File: config.mk
export PLATFORM = sky130hd
export DESIGN_NAME = watch_timer_dp
export DESIGN_NICKNAME = d
export VERILOG_FILES = /design/src/rtl/watch_pkg.sv /design/src/rtl/watch_field.sv /design/src/rtl/watch_timer_dp.sv
export SDC_FILE = /design/constraint.sdc
export NUM_CORES = 1
export LEC_CHECK = 0
export CORE_MARGIN = 2
export CORE_UTILIZATION = 58
export CTS_CLUSTER_SIZE = 16
export DETAILED_ROUTE_END_ITERATION = 10
export DONT_BUFFER_PORTS = 1
export HOLD_SLACK_MARGIN = 0.03
export PLACE_DENSITY = 0.81
export SYNTH_ARGS = -nofsm -noshare
export SYNTH_HDL_FRONTEND = slang
export SYNTH_SLANG_ARGS = --single-unit
File: constraint.sdc
create_clock -name clk -period 2.8 [get_ports clk]
set_clock_uncertainty 0.1 [all_clocks]
set_input_delay 0.7 -clock clk [delete_from_list [all_inputs] [get_ports clk]]
set_output_delay 0.7 -clock clk [all_outputs]
set_load 0.01 [all_outputs]
File: src/rtl/watch_pkg.sv
// watch_pkg: shared constants for the watch/timer datapath.
//   Field moduli (centiseconds, seconds, minutes, hours) and the
//   encodings of the two-bit edit select.
package watch_pkg;

    localparam int MSEC_MOD = 100;
    localparam int SEC_MOD  = 60;
    localparam int MIN_MOD  = 60;
    localparam int HOUR_MOD = 24;

    localparam int MSEC_W = 7;
    localparam int SEC_W  = 6;
    localparam int MIN_W  = 6;
    localparam int HOUR_W = 5;

    localparam logic [1:0] SEL_MSEC = 2'd0;
    localparam logic [1:0] SEL_SEC  = 2'd1;
    localparam logic [1:0] SEL_MIN  = 2'd2;
    localparam logic [1:0] SEL_HOUR = 2'd3;

endpackage

File: src/rtl/watch_field.sv
// watch_field: one modulo-MOD up/down counter stage of the watch.
//   clk, rst      clock, async active-high reset (loads RST_VAL)
//   clr           synchronous clear to 0, overrides everything
//   ci, bi        carry / borrow in from the stage below (never both)
//   edit_inc/dec  direct +1 / -1 edit of this field (mutually exclusive)
//   val           current field value, 0..MOD-1
//   co, bo        carry / borrow out to the stage above (combinational)
module watch_field #(
    parameter int             MOD     = 60,
    parameter int             W       = 6,
    parameter logic [W-1:0]   RST_VAL = '0
) (
    input  logic         clk,
    input  logic         rst,
    input  logic         clr,
    input  logic         ci,
    input  logic         bi,
    input  logic         edit_inc,
    input  logic         edit_dec,
    output logic [W-1:0] val,
    output logic         co,
    output logic         bo
);

    localparam logic [W-1:0] MAXV = W'(MOD - 1);

    logic edit;
    logic at_max;
    logic at_min;

    assign edit   = edit_inc | edit_dec;
    assign at_max = (val == MAXV);
    assign at_min = (val == '0);

    // An edited field swallows any incoming carry/borrow, so nothing
    // propagates past it in that cycle.
    assign co = ci & ~edit & at_max;
    assign bo = bi & ~edit & at_min;

    always_ff @(posedge clk or posedge rst) begin
        if (rst)
            val <= RST_VAL;
        else if (clr)
            val <= '0;
        else if (edit_inc)
            val <= at_max ? '0 : val + 1'b1;
        else if (edit_dec)
            val <= at_min ? MAXV : val - 1'b1;
        else if (ci)
            val <= at_max ? '0 : val + 1'b1;
        else if (bi)
            val <= at_min ? MAXV : val - 1'b1;
    end

endmodule

File: src/rtl/watch_timer_dp.sv
// watch_timer_dp: centisecond watch / countdown timer datapath.
//   clk, rst   clock, async active-high reset (time = RST_HOUR:00:00.00)
//   run        prescaler advances when high
//   dir        0 = count up (watch), 1 = count down (timer)
//   clr        synchronous clear of fields and prescaler
//   sel        edit target (SEL_MSEC..SEL_HOUR)
//   inc, dec   single-cycle edit pulses; both together = no edit
//   msec/sec/min/hour   current time fields
//   zero       all fields zero (combinational)
//   expired    1-cycle pulse after a down-count reaches zero
//   day_tick   1-cycle pulse after an up-count wraps 23:59:59.99
module watch_timer_dp
    import watch_pkg::*;
#(
    parameter int FCOUNT   = 1_000_000,
    parameter int RST_HOUR = 12
) (
    input  logic              clk,
    input  logic              rst,
    input  logic              run,
    input  logic              dir,
    input  logic              clr,
    input  logic [1:0]        sel,
    input  logic              inc,
    input  logic              dec,
    output logic [MSEC_W-1:0] msec,
    output logic [SEC_W-1:0]  sec,
    output logic [MIN_W-1:0]  min,
    output logic [HOUR_W-1:0] hour,
    output logic              zero,
    output logic              expired,
    output logic              day_tick
);

    localparam int            PW   = (FCOUNT > 2) ? $clog2(FCOUNT) : 1;
    localparam logic [PW-1:0] PMAX = PW'(FCOUNT - 1);

    logic [PW-1:0] pre;
    logic          tick;
    logic          tick_up;
    logic          tick_dn;
    logic          edit_ok;
    logic [3:0]    e_inc;
    logic [3:0]    e_dec;
    logic          msec_co, sec_co, min_co, hour_co;
    logic          msec_bo, sec_bo, min_bo, hour_bo;
    logic          at_one;

    // Prescaler: free-runs 0..FCOUNT-1 while run is high.
    always_ff @(posedge clk or posedge rst) begin
        if (rst)
            pre <= '0;
        else if (clr)
            pre <= '0;
        else if (run)
            pre <= (pre == PMAX) ? '0 : pre + 1'b1;
    end

    assign tick    = run & ~clr & (pre == PMAX);
    assign tick_up = tick & ~dir;
    // Down-count holds at zero rather than wrapping to 23:59:59.99.
    assign tick_dn = tick & dir & ~zero;

    assign edit_ok = (inc ^ dec) & ~clr;

    always_comb begin
        e_inc = '0;
        e_dec = '0;
        e_inc[sel] = edit_ok & inc;
        e_dec[sel] = edit_ok & dec;
    end

    watch_field #(.MOD(MSEC_MOD), .W(MSEC_W), .RST_VAL('0)) u_msec (
        .clk(clk), .rst(rst), .clr(clr),
        .ci(tick_up), .bi(tick_dn),
        .edit_inc(e_inc[SEL_MSEC]), .edit_dec(e_dec[SEL_MSEC]),
        .val(msec), .co(msec_co), .bo(msec_bo)
    );

    watch_field #(.MOD(SEC_MOD), .W(SEC_W), .RST_VAL('0)) u_sec (
        .clk(clk), .rst(rst), .clr(clr),
        .ci(msec_co), .bi(msec_bo),
        .edit_inc(e_inc[SEL_SEC]), .edit_dec(e_dec[SEL_SEC]),
        .val(sec), .co(sec_co), .bo(sec_bo)
    );

    watch_field #(.MOD(MIN_MOD), .W(MIN_W), .RST_VAL('0)) u_min (
        .clk(clk), .rst(rst), .clr(clr),
        .ci(sec_co), .bi(sec_bo),
        .edit_inc(e_inc[SEL_MIN]), .edit_dec(e_dec[SEL_MIN]),
        .val(min), .co(min_co), .bo(min_bo)
    );

    watch_field #(.MOD(HOUR_MOD), .W(HOUR_W), .RST_VAL(HOUR_W'(RST_HOUR))) u_hour (
        .clk(clk), .rst(rst), .clr(clr),
        .ci(min_co), .bi(min_bo),
        .edit_inc(e_inc[SEL_HOUR]), .edit_dec(e_dec[SEL_HOUR]),
        .val(hour), .co(hour_co), .bo(hour_bo)
    );

    assign zero = (msec == '0) && (sec == '0) && (min == '0) && (hour == '0);

    // 00:00:00.01: the only state from which a down-tick lands on zero.
    assign at_one = (msec == MSEC_W'(1)) && (sec == '0) && (min == '0) && (hour == '0);

    // Any edit either overrides msec or sets a higher field non-zero,
    // so an edit in the same cycle never yields an expiry.
    always_ff @(posedge clk or posedge rst) begin
        if (rst) begin
            expired  <= 1'b0;
            day_tick <= 1'b0;
        end else begin
            expired  <= tick_dn & ~edit_ok & at_one;
            day_tick <= hour_co;
        end
    end

    // Borrow out of the hour stage cannot occur: zero blocks tick_dn.
    logic unused;
    assign unused = hour_bo;

endmodule

==> summary.txt, run 1 <==
Clocking
  • Num CTS Buffers: 5
  • Hold Buf Count CTS: 0
  • Total number of H-tree levels: 2
  • CTS Root Buffer Type: clkbuf_8
  • Skew-Pair Late Insertion Delay: 0.31 ns
  • CTS Sinks: 46
  • CTS max path bufs: 2
  • Clock-pin slew on the worst setup and hold paths: 0.10 ns
  • CTS tree: built

STA
  • Period utilisation layout: 99.5%
  • Setup TNS: 0 ns
  • Worst slew margin: 66.5%
  • # setup viols final: 0
  • Slew @ Worst Pin: 0.499 ns
  • Hold WS: 0.161 ns
  • Final count of hold timing violations: 0
  • Minimum clock period: 2.79 ns
  • F_max: 359 MHz
  • RSZ-0062 raised after global routing: yes
  • Final setup margin: 0.0140 ns
  • Max-slew violation count: 0

Floorplan
  • Die Area: 6970 µm²
  • Cell Rows: 28
  • Core Box Area: 6030 µm²
  • Die Height: 83.5 µm
  • Die X: 83.5 µm
  • Initial core utilization: 60.8%
  • I/O pin cnt: 36

Worst setup path
  • Crit path DAT: 2.92 ns
  • FF-to-FF Start: pre[16]
  • Worst path required time: 2.93 ns
  • FF-to-FF End: u_hour.val[0]
  • CP Capture Type: flop
  • Crit start category: flop
  • CP Max Fanout: 6
  • Reg2reg path depth: 8
  • Worst R2R Setup Slack: 0.01 ns
  • Critical path class: flop to flop

Routing
  • Routed vias/inst: 6.55
  • Routed Antenna Nets: 0
  • Drt wl/cell: 17.3 µm
  • Vias: 3860
  • Pre-antenna DRT Iters: 5
  • Initial DRC Count: 455
  • Final wirelength: 10200 µm
  • DRC viols: 0

GRT
  • Vias in the first global route: 3512
  • GRT overflow: 0
  • Largest net degree at the start of global routing: 35
  • Gr usage total: 29.0%
  • First-pass GRT wire length: 16900 µm
  • Initial antenna violation count: 0

Layout
  • Final Util: 71.4%
  • Layout cell share with drive strength beyond 1: 19.6%
  • Diodes inserted: 0
  • Layout net count: 536
  • Area Growth Syn to Fin: 17.5%
  • Finished Layout Cells: 589

Pwr
  • Int Power: 1520 µW
  • Total net switching power: 1090 µW
  • VDD IR-drop max: 0.000490 V
  • Sw Share: 41.8%
  • Clk pwr share: 16.7%
  • Sequential Power Share: 33.5%
  • Logic pwr share: 49.8%
  • Leakage: 0.00183 µW
  • Power Density: 606 nW/µm²

Synthesis
  • Most common cell in the netlist: nand2_1
  • Ys async rst share: 100%
  • Area leader, netlist: dfrtp_1
  • Top FF cell, synth: dfrtp_1
  • Sequential fraction of the synthesis area: 31.5%
  • FF+latch count, synth: 46
  • Netlist cell types: 58
  • Synth area leaders: dfrtp_1 30%, nand2_1 5.7%, o21ai_0 5.7%
  • Synth cell count leaders: 56 x nand2_1, 44 x dfrtp_1, 42 x o21ai_0
  • Syn Std Cell Area: 3660 µm²
  • Avg Cell Area, Syn: 7.69 µm²
  • Synthesized Nets: 499
  • Synth warn: 0
  • Synth Instances: 476
  • Post-synth EDFFs: 0
  • Synth top area share: 30.1%

Status
  • Run status: finished, final reports clean

Place
  • Buffers on Ports: 0
  • Routability congestion estimate: 0.929
  • Detailed placement HPWL: 7180 µm
  • Cells after DPL: 580
  • Dpl ws: -0.0828 ns

Job
  • Max Cap Viol: 0

Hold path
  • Tightest Hold Check Type: input pin to async pin
## critical path, cell delays in order, from the launching register on
cell and delay [ns]:
dfrtp_1 0.44, and3_4 0.24, nand3_1 0.16, or3_1 0.48
or4_4 0.46, a31oi_4 0.19, nor2_2 0.07, or4_1 0.47
o21ai_1 0.10
## per-layer routing
layer	share of wire (%)	global-route usage, %	wire length [µm]	vias to the layer above
met5	0	0	0	-
met2	47	47.0	4780	217
met3	9.2	5.04	936	28
met1	42	40.7	4270	1793
met4	2.0	6.89	199	0
li1	-	-	-	1822
## power groups by stage
stage	clock network [µW]	registers [µW]	logic (µW)
after floorplan	0	901	804
after global placement	0	874	1190
after detailed placement	0	879	1230
after CTS	440	865	1250
after global routing	467	883	1430
final	436	872	1300
## stage by stage
step	total power, µW	cell area (µm²)
floorplan	1700	3660
global placement	2070	4080
detailed placement	2110	4080
CTS	2550	4190
global route	2780	4300
finish	2610	4300
## worst max path at each step
stage                             start       endpoint  slack, ns
final                           pre[16]  u_hour.val[0]       0.01
after global routing             pre[3]   u_min.val[1]      -0.11
after CTS                 u_hour.val[0]  u_hour.val[0]       0.03
after detailed placement            run  u_hour.val[4]      -0.08
after global placement              run  u_hour.val[0]      0.002
after floorplan                     dec   u_min.val[2]       0.04
## placed cells by master, fill, tap and decap left out, types with 4 or more instances in the layout
master,count
nand2b_1,4
o31ai_1,6
a211oi_1,6
a31oi_1,7
dfrtp_1,43
nand2_1,56
xnor2_1,4
nand4_1,13
a22oi_1,4
buf_4,59
clkbuf_8,5
nor2b_1,9
ha_1,13
and2_1,4
and3_1,6
a21oi_1,22
o21ai_0,41
nor4_1,6
a21o_1,6
xor2_1,6
and4_1,4
nor3_1,21
nand3_1,33
o211ai_1,6
nor2_1,36
or3_1,5
mux2i_1,7
inv_1,13
o21a_1,4
## logic make-up (layout without fill, tap and decap cells)
family                   count (synthesis)  count (layout)  share of synthesized area (%)
AND/OR/NAND/NOR                        230             230                           32.9
AO/OA/AOI/OAI                          123             123                           21.3
flip-flops                              46              46                           31.5
buffers and inverters                   44              82                           4.61
adder cells (fa/ha/maj)                 14              14                           4.78
XOR/XNOR                                10              10                           2.39
multiplexers                             9               9                           2.53
## flip-flops by register name, indices dropped and copies added, names as in the netlist
register,cells
day_tick,1
pre,20
u_msec.val,7
u_hour.val,5
u_sec.val,6
expired,1
u_min.val,6
## final cells by class
type                       instances  area [µm²]
inverter                          15        56.3
sequential                        46        1150
fill                             467        1720
clock buffer                       5        68.8
multi-input combinational        386        2460
timing repair buffer              59         443
tap                               75        93.8
clock inverter                     3        25.0
## what timing repair did
action / 4_1_cts / 5_1_grt
pin swaps: 0 / 2
resized for setup: 3 / 22
buffers inserted: 0 / 1
endpoints found under the setup margin: 2 / 20
Note: power is estimated with default switching activity, not from simulation.
==> run 2: changes to the inputs <==
- ABC_AREA: default -> 0
==> results of run 2 <==
No change in the layout: final DEF, timing and power equal those of run 1.
==> run 3: changes to the inputs <==
- CORE_ASPECT_RATIO: default -> 0.6
- HOLD_SLACK_MARGIN: 0.03 -> default
==> run 3 against run 2 <==
Combinational power about the same. Critical path depth up 1. Flip-flop and latch count unchanged. Hold slack worse by 0.091 ns. Die area up 0.30%. First-iteration DRC count up 12%. Wire length up 5.1%. Critical path type unchanged. Largest power group unchanged.
==> summary.txt, run 3 (synthesized netlist as in run 1, its figures left out) <==
Layout
  • Fill cell instance count of the final layout: 475
  • Sequential Area: 1150 µm²
  • Layout net count: 540
  • Biggest regs: pre (20), u_msec.val (7)
  • Most frequent cells in the layout: 63 x buf_4, 56 x nand2_1, 44 x dfrtp_1
  • Layout cell share with drive strength beyond 1: 20.8%
  • Multi-input logic area: 2480 µm²
  • Max FFs per register: 20
  • Area Growth Syn to Fin: 19.1%
  • Final instance area: 4360 µm²
  • Largest register by flop count: pre
  • Leading cell type in the layout, fill and taps excluded: buf_4
  • Diodes inserted: 0

Routing
  • Pre-antenna DRT Iters: 6
  • Routed Antenna Nets: 0
  • Routed vias/inst: 6.62
  • Final wirelength: 10700 µm
  • Initial DRC Count: 509
  • Drt wl/cell: 17.8 µm
  • Vias: 3986
  • DRC viols: 0

Clocking
  • CTS tree: built
  • Post-CTS setup buffer count: 0
  • Total number of H-tree levels: 2
  • CTS Root Buffer Type: clkbuf_8
  • Num CTS Buffers: 5
  • CTS max path bufs: 2
  • Skew-Pair Late Insertion Delay: 0.32 ns
  • CTS Sinks: 46
  • Clock-pin slew on the worst setup and hold paths: 0.09 ns

Place
  • Dpl ws: -0.0802 ns
  • Routability congestion estimate: 0.950
  • Buffers on Ports: 0
  • Detailed placement HPWL: 7800 µm
  • Cell Area, Placed: 4130 µm²

GRT
  • Gr usage total: 31.3%
  • Initial antenna violation count: 0
  • Vias in the first global route: 3513
  • Largest net degree at the start of global routing: 35
  • First-pass GRT wire length: 17300 µm
  • GRT overflow: 0

Floorplan
  • Die Area: 6990 µm²
  • Die Height: 65.6 µm
  • I/O pin cnt: 36
  • Die X: 107 µm
  • Core Box Area: 6110 µm²
  • Initial core utilization: 59.9%
  • Cell Rows: 22

Pwr
  • VDD IR-drop max: 0.000538 V
  • Power Total: 2630 µW
  • Power Density: 602 nW/µm²
  • Leakage: 0.00188 µW

Worst setup path
  • Worst path required time: 2.94 ns
  • Critical path class: flop to flop
  • CP Capture Type: flop
  • Crit path top cell by count: or4_4
  • CP Max Fanout: 4
  • FF-to-FF End: u_hour.val[0]
  • Worst R2R Setup Slack: 0.09 ns
  • Crit start category: flop
  • Cell chain of the critical path: inv_1 -> ha_1 -> nor3b_4 -> nand2_1 -> or4_4 -> a31oi_4 -> nor2_2 -> or4_4 -> o21ai_1
  • FF-to-FF Start: u_sec.val[0]
  • Reg2reg path depth: 9
  • Crit path DAT: 2.85 ns
  • CP delay by family, top: simple AND/OR/NAND/NOR gates
  • Critical path's slowest cell: or4_4
  • Critical path's largest stage delay: 0.59 ns
  • WP buf/inv: 1

STA
  • Worst slew margin: 56.9%
  • F_max: 368 MHz
  • Period utilisation layout: 97.0%
  • RSZ-0062 raised after global routing: yes
  • Slew @ Worst Pin: 0.645 ns
  • Final setup margin: 0.0854 ns
  • Max-slew violation count: 0
  • Minimum clock period: 2.71 ns
  • # setup viols final: 0
  • Final count of hold timing violations: 0

Job
  • Max Cap Viol: 0

Status
  • Run status: finished, final reports clean

Hold path
  • Tightest Hold Check Type: input pin to async pin
[run 3: changes by cell type in the layout (fill, tap and decap cells not counted), sizes merged]
cell and change:
clkbuf +1, buf +4, inv -1
[run 3: how the worst max path moves through the flow]
stage	start	endpoint	slack [ns]	cells past startpoint
after floorplan	dec	u_min.val[2]	0.04	9
after global placement	run	u_hour.val[4]	0.01	8
after detailed placement	run	u_msec.val[3]	-0.08	10
after CTS	pre[10]	u_hour.val[0]	0.03	8
after global routing	u_hour.val[0]	u_hour.val[0]	-0.02	11
final	u_sec.val[0]	u_hour.val[0]	0.09	9
[run 3: area by class of cell]
| class | count | area share (%) |
|---|---|---|
| multi-input combinational | 386 | 56.8 |
| sequential | 46 | 26.4 |
| timing repair buffer | 63 | 10.8 |
| tap | 84 | 2.41 |
| clock buffer | 6 | 1.89 |
| inverter | 15 | 1.29 |
| clock inverter | 2 | 0.287 |
[run 3: metrics by stage]
stage	util [%]	TNS, ns	hold slack [ns]	std cells
3_3_place_gp	67.5	0	0.391	594
2_1_floorplan	-	0	0.342	476
5_1_grt	71.4	-0.0378	0.0733	602
6_report	71.4	0	0.0708	602
4_1_cts	69.4	0	0.0822	602
3_5_place_dp	67.5	-0.423	0.398	594
[run 3: where the power goes]
part,leakage [µW],switching [µW],total [µW],internal [µW]
clock,0.0000472,250,449,199
sequential,0.000618,110,868,758
combinational,0.00121,743,1310,567
[run 3: layer usage]
metal	up-vias	global-route usage, %	part of all wire, %	wire length (µm)
li1	1841	-	-	-
met1	1852	46.5	45	4860
met2	262	44.4	41	4390
met3	31	9.42	12	1240
met4	0	7.14	1.9	208
met5	-	0	0	0
[run 3: what timing repair did]
item	CTS	global route
endpoints found under the setup margin	10	19
pin swaps	0	5
hold buffers	0	0
resized for setup	3	27
